## src/rtl/float_to_fixed_converter.sv

```systemverilog
// IEEE-754 single-precision to signed Q-format converter, two-stage pipeline.
// Rounds to nearest (ties away from zero), saturates, and reports overflow/underflow/NaN-Inf.
module float_to_fixed_converter #(
  parameter int C_FLP_WIDTH = 32,
  parameter int C_FXP_WIDTH = 16,
  parameter int C_FXP_POINT = 12
) (
  input  logic                   CLK,
  input  logic                   nRST,
  input  logic                   TRIGGER,
  input  logic [C_FLP_WIDTH-1:0] FLP_NUM,
  input  logic                   CLR_FLAGS,
  output logic [C_FXP_WIDTH-1:0] FXP_NUM,
  output logic                   VALID,
  output logic                   OVERFLOW,
  output logic                   UNDERFLOW,
  output logic                   NAN_INF,
  output logic                   STICKY_ERR
);

  localparam int MW   = C_FXP_WIDTH + 1;
  localparam int WIDE = 24 + C_FXP_WIDTH + 2;

  localparam logic [2:0] CLS_ZERO   = 3'd0;
  localparam logic [2:0] CLS_DENORM = 3'd1;
  localparam logic [2:0] CLS_NORMAL = 3'd2;
  localparam logic [2:0] CLS_INF    = 3'd3;
  localparam logic [2:0] CLS_NAN    = 3'd4;

  localparam logic [C_FXP_WIDTH-1:0] FXP_MAX = {1'b0, {(C_FXP_WIDTH-1){1'b1}}};
  localparam logic [C_FXP_WIDTH-1:0] FXP_MIN = {1'b1, {(C_FXP_WIDTH-1){1'b0}}};
  localparam logic [MW:0]            POS_LIMIT = {2'b00, FXP_MAX};
  localparam logic [MW:0]            NEG_LIMIT = {2'b00, FXP_MIN};

  logic               sign_s;
  logic [7:0]         exp_s;
  logic [22:0]        man_s;
  logic [23:0]        sig_s;
  logic signed [11:0] shift_s;
  logic [11:0]        rsh_s;
  logic [WIDE-1:0]    wide_s;

  logic [2:0]         cls_d,  cls1_q;
  logic [MW-1:0]      mag_d,  mag1_q;
  logic               rnd_d,  rnd1_q;
  logic               sign1_q, v1_q;

  logic [MW:0]              sum_s;
  logic [C_FXP_WIDTH-1:0]   fxp_d, fxp_q;
  logic                     of_d, uf_d, ni_d, sticky_d;
  logic                     of_q, uf_q, ni_q, valid_q, sticky_q;

  assign sign_s  = FLP_NUM[31];
  assign exp_s   = FLP_NUM[30:23];
  assign man_s   = FLP_NUM[22:0];
  assign sig_s   = {1'b1, man_s};
  assign shift_s = $signed({4'b0000, exp_s}) + $signed(12'(C_FXP_POINT)) - 12'sd150;
  assign rsh_s   = 12'd0 - shift_s;

  // Stage 1: classify and align the significand; magnitude clamps to all-ones when out of range.
  always_comb begin
    cls_d  = CLS_NORMAL;
    mag_d  = '0;
    rnd_d  = 1'b0;
    wide_s = '0;
    if (exp_s == 8'd0) begin
      cls_d = (man_s == 23'd0) ? CLS_ZERO : CLS_DENORM;
    end else if (exp_s == 8'hFF) begin
      cls_d = (man_s == 23'd0) ? CLS_INF : CLS_NAN;
    end else if (!shift_s[11]) begin
      if (shift_s > $signed(12'(C_FXP_WIDTH))) begin
        mag_d = '1;
      end else begin
        wide_s = {{(WIDE-24){1'b0}}, sig_s} << shift_s[5:0];
        mag_d  = (|wide_s[WIDE-1:MW]) ? '1 : wide_s[MW-1:0];
      end
    end else if (rsh_s > 12'd24) begin
      mag_d = '0;
      rnd_d = 1'b0;
    end else begin
      wide_s = {{(WIDE-24){1'b0}}, sig_s} >> rsh_s[4:0];
      mag_d  = (|wide_s[WIDE-1:MW]) ? '1 : wide_s[MW-1:0];
      rnd_d  = |(sig_s & (24'd1 << (rsh_s[4:0] - 5'd1)));
    end
  end

  // Stage 1 registers; data only moves on a valid sample.
  always_ff @(posedge CLK) begin
    if (!nRST) begin
      v1_q    <= 1'b0;
      sign1_q <= 1'b0;
      cls1_q  <= CLS_ZERO;
      mag1_q  <= '0;
      rnd1_q  <= 1'b0;
    end else begin
      v1_q <= TRIGGER;
      if (TRIGGER) begin
        sign1_q <= sign_s;
        cls1_q  <= cls_d;
        mag1_q  <= mag_d;
        rnd1_q  <= rnd_d;
      end
    end
  end

  assign sum_s = {1'b0, mag1_q} + {{MW{1'b0}}, rnd1_q};

  // Stage 2: round, saturate, negate and derive per-sample flags.
  always_comb begin
    fxp_d = '0;
    of_d  = 1'b0;
    uf_d  = 1'b0;
    ni_d  = 1'b0;
    case (cls1_q)
      CLS_ZERO: begin
        fxp_d = '0;
      end
      CLS_DENORM: begin
        uf_d = 1'b1;
      end
      CLS_INF: begin
        fxp_d = sign1_q ? FXP_MIN : FXP_MAX;
        of_d  = 1'b1;
        ni_d  = 1'b1;
      end
      CLS_NAN: begin
        ni_d = 1'b1;
      end
      CLS_NORMAL: begin
        if (sum_s == '0) begin
          uf_d = 1'b1;
        end else if (!sign1_q && (sum_s > POS_LIMIT)) begin
          fxp_d = FXP_MAX;
          of_d  = 1'b1;
        end else if (sign1_q && (sum_s > NEG_LIMIT)) begin
          fxp_d = FXP_MIN;
          of_d  = 1'b1;
        end else begin
          fxp_d = sign1_q ? -sum_s[C_FXP_WIDTH-1:0] : sum_s[C_FXP_WIDTH-1:0];
        end
      end
      default: begin
        fxp_d = '0;
      end
    endcase
  end

  // Sticky error: a flagged sample entering or sitting on the outputs overrides a clear.
  always_comb begin
    if ((v1_q && (of_d || uf_d || ni_d)) || (valid_q && (of_q || uf_q || ni_q))) begin
      sticky_d = 1'b1;
    end else if (CLR_FLAGS) begin
      sticky_d = 1'b0;
    end else begin
      sticky_d = sticky_q;
    end
  end

  // Output registers hold the last result between valid pulses.
  always_ff @(posedge CLK) begin
    if (!nRST) begin
      valid_q  <= 1'b0;
      fxp_q    <= '0;
      of_q     <= 1'b0;
      uf_q     <= 1'b0;
      ni_q     <= 1'b0;
      sticky_q <= 1'b0;
    end else begin
      valid_q  <= v1_q;
      sticky_q <= sticky_d;
      if (v1_q) begin
        fxp_q <= fxp_d;
        of_q  <= of_d;
        uf_q  <= uf_d;
        ni_q  <= ni_d;
      end
    end
  end

  assign FXP_NUM    = fxp_q;
  assign VALID      = valid_q;
  assign OVERFLOW   = of_q;
  assign UNDERFLOW  = uf_q;
  assign NAN_INF    = ni_q;
  assign STICKY_ERR = sticky_q;

endmodule

```

## config.mk

```make
export PLATFORM = sky130hd
export DESIGN_NAME = float_to_fixed_converter
export DESIGN_NICKNAME = d
export VERILOG_FILES = /design/src/rtl/float_to_fixed_converter.sv
export SDC_FILE = /design/constraint.sdc
export NUM_CORES = 1
export LEC_CHECK = 0
export BUFFER_PORTS_ARGS = -buffer_cell sky130_fd_sc_hd__buf_2
export CAP_MARGIN = 25
export CORE_MARGIN = 5
export CORE_UTILIZATION = 51
export DETAILED_ROUTE_END_ITERATION = 6
export GPL_TIMING_DRIVEN = 1
export PLACE_DENSITY = 0.76
export SYNTH_ARGS = -nofsm -noshare
export SYNTH_HDL_FRONTEND = slang
export SYNTH_SLANG_ARGS = --single-unit
```

## constraint.sdc

```tcl
create_clock -name CLK -period 4.2 [get_ports CLK]
set_input_delay 0.21 -clock CLK [delete_from_list [all_inputs] [get_ports CLK]]
set_output_delay 0.21 -clock CLK [all_outputs]
set_load 0.02 [all_outputs]
```

# After elaboration in Yosys (flattened, before gate mapping)
# Cells that the tools add are included.
[totals] ff_bits=44 inputBits=36 mem_count=0 mem_bits_ro=0 latchBits=0 mem_bits_rw=0
[op_classes] n_shift=3 multipliers=0 bitwise=1 eq_ne=5 n_addsub=6 div=0 mux=30 magnitude_cmp=4 reduce_logical=18
[op_table] op="$mux W17" n=7
[op_table] op="$mux W16" n=5
[op_table] op="$reduce_or A25 Y1" n=2
[op_table] op="$shl A24 B6 Y42" n=1
[op_table] op="$shr A24 B5 Y42" n=1
[op_table] op="$pmux W16 S2" n=1
[op_table] op="$and A24 B24 Y24" n=1
[op_table] op="$reduce_or A24 Y1" n=1
[op_table] op="$shl A1 B5 Y24 const A" n=1
[op_table] op="$logic_not A23 Y1" n=1
[op_table] op="$add A17 B1 Y18" n=1
[op_table] op="$gt A18 B15 Y1 const B" n=1
[op_table] op="$gt A18 B16 Y1 const B" n=1
[op_table] op="$logic_not A18 Y1" n=1
[op_table] op="$neg A16 Y16" n=1
[op_table] op="$gt A12 B5 Y1 const B" n=1
[op_table] op="$mux W1" n=12
[op_table] op="$sub A1 B10 Y11 const A" n=1
[op_table] op="$gt A10 B6 Y1 const B" n=1
[op_table] op="$sub A9 B8 Y10 const B" n=1
[op_table] op="$add A8 B4 Y9 const B" n=1
[op_table] op="$mux W3" n=3
[op_table] op="$eq A8 B8 Y1 const B" n=1
[op_table] op="$logic_not A8 Y1" n=1
[op_table] op="other kinds (10)" n=19

# Longest topological paths before layout
[depth] word_depth=12 ltp_mapped=20

# Worst setup path after synthesis
# Ideal clock, no wire load.
[synth_path] path_kind="input to register" from="in FLP_NUM[23]" to="reg rnd1_q" n_path_buf=7 setup_slack_ns=0.007 required_ns=4.135 arrival_ns=4.128 setup_ns=0.065 cell_stages=17 cell_sequence="clkbuf_8 inv_1 clkbuf_1 buf_1 ha_1 ha_1 clkbuf_1 inv_1 buf_1 clkbuf_1 ha_1 clkbuf_1 nor3_1 a311o_1 a31o_2 o32a_1 nor2_1"
[synth_between] elab_chain_len=11
[synth_lines] element="start: declaration" line_no="11" source="input logic [C_FLP_WIDTH-1:0] FLP_NUM,"
[synth_lines] element="$add A8 B4 Y9" line_no="57" source="assign shift_s = $signed({4'b0000, exp_s}) + $signed(12'(C_FXP_POINT)) - 12'sd150;"
[synth_lines] element="$sub A9 B8 Y10" line_no="57"
[synth_lines] element="$sub A1 B10 Y11" line_no="58" source="assign rsh_s = 12'd0 - shift_s;"
[synth_lines] element="$sub A5 B1 Y5" line_no="83" source="rnd_d = |(sig_s & (24'd1 << (rsh_s[4:0] - 5'd1)));"
[synth_lines] element="$shl A1 B5 Y24" line_no="83"
[synth_lines] element="$and A24 B24 Y24" line_no="83"
[synth_lines] element="$reduce_or A24 Y1" line_no="83"
[synth_lines] element="$mux W1" line_no="77" source="end else if (rsh_s > 12'd24) begin"
[synth_lines] element="$mux W1" line_no="70" source="end else if (!shift_s[11]) begin"
[synth_lines] element="$mux W1" line_no="68" source="end else if (exp_s == 8'hFF) begin"
[synth_lines] element="$mux W1 (*)" line_no="66" source="if (exp_s == 8'd0) begin"
[synth_lines] element="end signal: assignment" line_no="101" source="rnd1_q <= rnd_d;"
[synth_lines] element="end: declaration" line_no="45" source="logic rnd_d, rnd1_q;"
# Mark *: on every way between the ends. The rest lies on a longest branch, timed or not.
# A chain may end at the register's enable or synchronous reset.

# Final worst setup path
[layout_path] from="reg mag1_q[0]" to="reg fxp_q[6] (netlist: FXP_NUM[6])"
[layout_between] elab_chain_len=7
[layout_lines] element="start: declaration" line_no="44" source="logic [MW-1:0] mag_d, mag1_q;"
[layout_lines] element="start signal: assignment" line_no="100" source="mag1_q <= mag_d;"
[layout_lines] element="$add A17 B1 Y18 (*)" line_no="106" source="assign sum_s = {1'b0, mag1_q} + {{MW{1'b0}}, rnd1_q};"
[layout_lines] element="$neg A16 Y16 / $gt A18 B16 Y1 (equally long branches)" line_no="139, 135"
[layout_lines] element="$mux W16 / $logic_and A1 B1 Y1 (equally long branches)" line_no="139, 135"
[layout_lines] element="$mux W16" line_no="135" source="end else if (sign1_q && (sum_s > NEG_LIMIT)) begin"
[layout_lines] element="$mux W16" line_no="132" source="end else if (!sign1_q && (sum_s > POS_LIMIT)) begin"
[layout_lines] element="$mux W16 (*)" line_no="130" source="if (sum_s == '0) begin"
[layout_lines] element="$pmux W16 S2 (*)" line_no="114" source="case (cls1_q)"
[layout_lines] element="end signal: assignment" line_no="172" source="fxp_q <= fxp_d;"
[layout_lines] element="end: declaration" line_no="49" source="logic [C_FXP_WIDTH-1:0] fxp_d, fxp_q;"
# Marks and branches as above.

==> flow_metrics.py <==
metrics = {
    "setup_path": {
        "start_kind": "flip-flop",
        "end_kind": "flip-flop",
        "arrival_ns": 3.77,
        "critPathRequiredTime_ns": 4.43,
        "worst-path-max-fanout": 11,
        "critPathKind": "flip-flop to flip-flop",
    },
    "layout": {
        "n_antenna_cell": 0,
        "fin_nets": 886,
        "fillers": 1215,
        "final_layout_size_suffix_gt1_frac": 0.182,
        "utilization": 0.545,
        "syn_to_final_growth_pct": 5.99,
    },
    "power_and_ir_drop": {
        "p_comb_frac": 0.459,
        "p_total_w": 0.00181,
        "seqPwrFrac": 0.267,
        "switching_share": 0.384,
        "p_leak_nw": 2.66,
        "ir_drop_uv": 143,
        "p_clk_frac": 0.274,
        "p_int_w": 0.00111,
        "switchingPower_w": 0.000693,
        "p_per_area_nw_per_um2": 266,
    },
    "place": {
        "gp_congestion": 1.01,
        "portBuffers": 56,
        "dp_hpwl_um": 14600,
    },
    "floorplan": {
        "io_pins": 57,
        "core_um2": 12500,
        "fp.dieW_um": 122,
        "die_h_um": 122,
        "dieArea_um2": 14900,
        "rows": 41,
        "initial_utilization": 0.515,
    },
    "global_route": {
        "grt_start_max_net_pins": 48,
        "grt_pass1_wl_um": 31700,
        "grt_pass1_vias": 6213,
        "grt-ovfl-total": 0,
        "antenna_found_initial": 0,
        "grtUsageTotal": 0.259,
    },
    "synth": {
        "synth-seq-cells": 44,
        "synth_area_um2": 6410,
        "synth-compound-area-share": 0.250,
        "yosys_warnings": 0,
        "syn_avg_cell_area_um2": 7.77,
        "yosys-mux-area-fraction": 0.201,
        "synth_fa_ha_area_frac": 0.0312,
        "synthSimpleGateAreaFrac": 0.245,
        "synthXorXnorAreaFrac": 0.0525,
        "synth_cell_types": 83,
        "ys_seq_area_frac": 0.137,
        "synthArstFlopShare": 0,
        "synth_edf_count": 0,
        "synthesis.nets": 878,
        "synth_top_family_by_area": "compound AO/OA/AOI/OAI gates",
        "synthFlopType": "dfxtp_1",
        "synthCells": 826,
    },
    "route": {
        "num_vias": 6732,
        "drc": 0,
        "dr.pass1.iters": 7,
        "wl_per_cell_um": 19.3,
        "wirelength_um": 19400,
        "drt-initial-drc-count": 631,
        "antenna_left": 0,
        "via_per_inst": 6.69,
    },
    "timing": {
        "hold_viol": 0,
        "post-route-min-period_ns": 3.54,
        "finalCritPeriodShare": 0.842,
        "timing.fmax_mhz": 283,
        "drv_slew": 0,
        "whs_ns": 0.160,
        "slew_headroom": 0.406,
        "worst_slew_pin_slew_ns": 0.890,
        "rsz0062_at_grt": "no",
        "finalSetupViolCount": 0,
        "finalSetupTns_ns": 0,
        "skew_ns": 0.00198,
    },
    "hold_path": {
        "hp-class": "primary input to flip-flop",
    },
    "clocking": {
        "cts_setup_buffers": 0,
        "cts_made_buffers": 5,
        "htreeDepth": 2,
        "path_clk_slew_ns": 0.06,
        "cts_root_buffer": "clkbuf_16",
        "insertion_delay_ns": 0.29,
        "cts.path.max_buffers": 2,
        "cts.sinks": 44,
        "cts_resized": 0,
        "holdBufCountCts": 0,
        "cts_tree": "yes",
    },
    "job": {
        "drv_cap": 0,
    },
    "outcome": {
        "status": "completed",
    },
}
placed cells by master (no fill, tap or decap), types with 7 or more instances in the layout:
master     count
xor2_1        10
a22oi_1        9
nor2b_1        7
buf_2         56
nor4_1        12
nand2_1       71
dfxtp_1       44
inv_1         22
nor3_1        40
buf_4         19
or2_2          9
a31oi_1       10
a2111oi_0      7
ha_1          16
nand4_1        8
nand3_1       18
xnor2_1       24
o21ai_0       49
nand2b_1      12
mux2_2        15
mux4_2        26
o211ai_1       7
mux2i_1       44
and3_1        10
nor2_1        79
and2_1         9
a21oi_1       56
o22ai_1        9
area by class of cell:
cell class,count,area [um2],share of cell area
Sequential cell,44,881,0.130
Tap cell,172,215,0.0317
Timing Repair Buffer,76,434,0.0639
Clock inverter,2,60.1,0.00883
Clock buffer,5,125,0.0184
Inverter,22,82.6,0.0121
Multi-Input combinational cell,685,5000,0.736
flip-flops by register name, indices dropped and copies added (netlist names):
signal / cells
FXP_NUM: 16
mag1_q: 17
cls1_q: 3
NAN_INF: 1
OVERFLOW: 1
VALID: 1
sign1_q: 1
rnd1_q: 1
UNDERFLOW: 1
v1_q: 1
STICKY_ERR: 1
metrics by stage:
step | instances | instance area, um2 | setup slack [ns]
2_1_floorplan | 826 | 6410 | 0.00651
3_3_place_gp | 998 | 6600 | 0.692
3_5_place_dp | 999 | 6610 | 0.629
4_1_cts | 1006 | 6800 | 0.732
5_1_grt | 1006 | 6800 | 0.382
6_report | 1006 | 6800 | 0.664
metal layers:
layer	GRT usage	share of wire	vias to the layer above
li1	-	-	3145
met1	0.363	0.43	3174
met2	0.408	0.46	357
met3	0.0376	0.080	56
met4	0.0903	0.036	0
met5	0	0	-
power by group through the flow:
stage          logic [W]  clock network, W  registers, W
6_report        0.000829          0.000495      0.000482
5_1_grt         0.000903          0.000515      0.000486
4_1_cts         0.000811          0.000497      0.000480
3_5_place_dp    0.000807                 0      0.000489
3_3_place_gp    0.000803                 0      0.000488
2_1_floorplan   0.000626                 0      0.000483
critical path, cell delays in order (launching register included):
cell      delay, ns
dfxtp_1        0.37
ha_1           0.27
nand3_1        0.41
nor3_2         0.64
a21oi_1        0.15
o21bai_1       0.67
nor3_1         0.16
nor4_2         0.44
nor2b_1        0.20
o221a_2        0.18
logic make-up after synthesis:
family          after synthesis
xor+xnor                     36
buf+inv                      97
flops                        44
compound gates              234
mux                          89
simple gates                310
fa+ha+maj                    16
synthesized netlist by cell type (10+ instances only):
| cell type | number | share of area |
|---|---|---|
| nor2_1 | 79 | 0.046 |
| nand2_1 | 71 | 0.042 |
| a21oi_1 | 56 | 0.044 |
| o21ai_0 | 49 | 0.038 |
| dfxtp_1 | 44 | 0.14 |
| mux2i_1 | 44 | 0.069 |
| clkbuf_1 | 42 | 0.025 |
| nor3_1 | 40 | 0.031 |
| mux4_2 | 26 | 0.091 |
| xnor2_1 | 24 | 0.033 |
| inv_1 | 22 | 0.013 |
| nand3_1 | 18 | 0.014 |
| ha_1 | 16 | 0.031 |
| mux2_2 | 15 | 0.026 |
| nand2b_1 | 12 | 0.012 |
| nor4_1 | 12 | 0.012 |
| a31oi_1 | 10 | 0.0098 |
| and3_1 | 10 | 0.0098 |
| clkbuf_8 | 10 | 0.021 |
| xor2_1 | 10 | 0.014 |
worst paths after layout:
kind         slack [ns]                       to  cells after the start                    start
max                0.66  FXP_NUM[6]$_SDFFE_PN0P_                      9   mag1_q[0]$_SDFFE_PN0P_
min                0.16     sign1_q$_SDFFE_PN0P_                      3              FLP_NUM[31]
max reg2reg        0.66  FXP_NUM[6]$_SDFFE_PN0P_                      9   mag1_q[0]$_SDFFE_PN0P_
min reg2reg        0.47  FXP_NUM[9]$_SDFFE_PN0P_                      2  FXP_NUM[9]$_SDFFE_PN0P_
No activity file was read; power rests on OpenSTA's default activity.
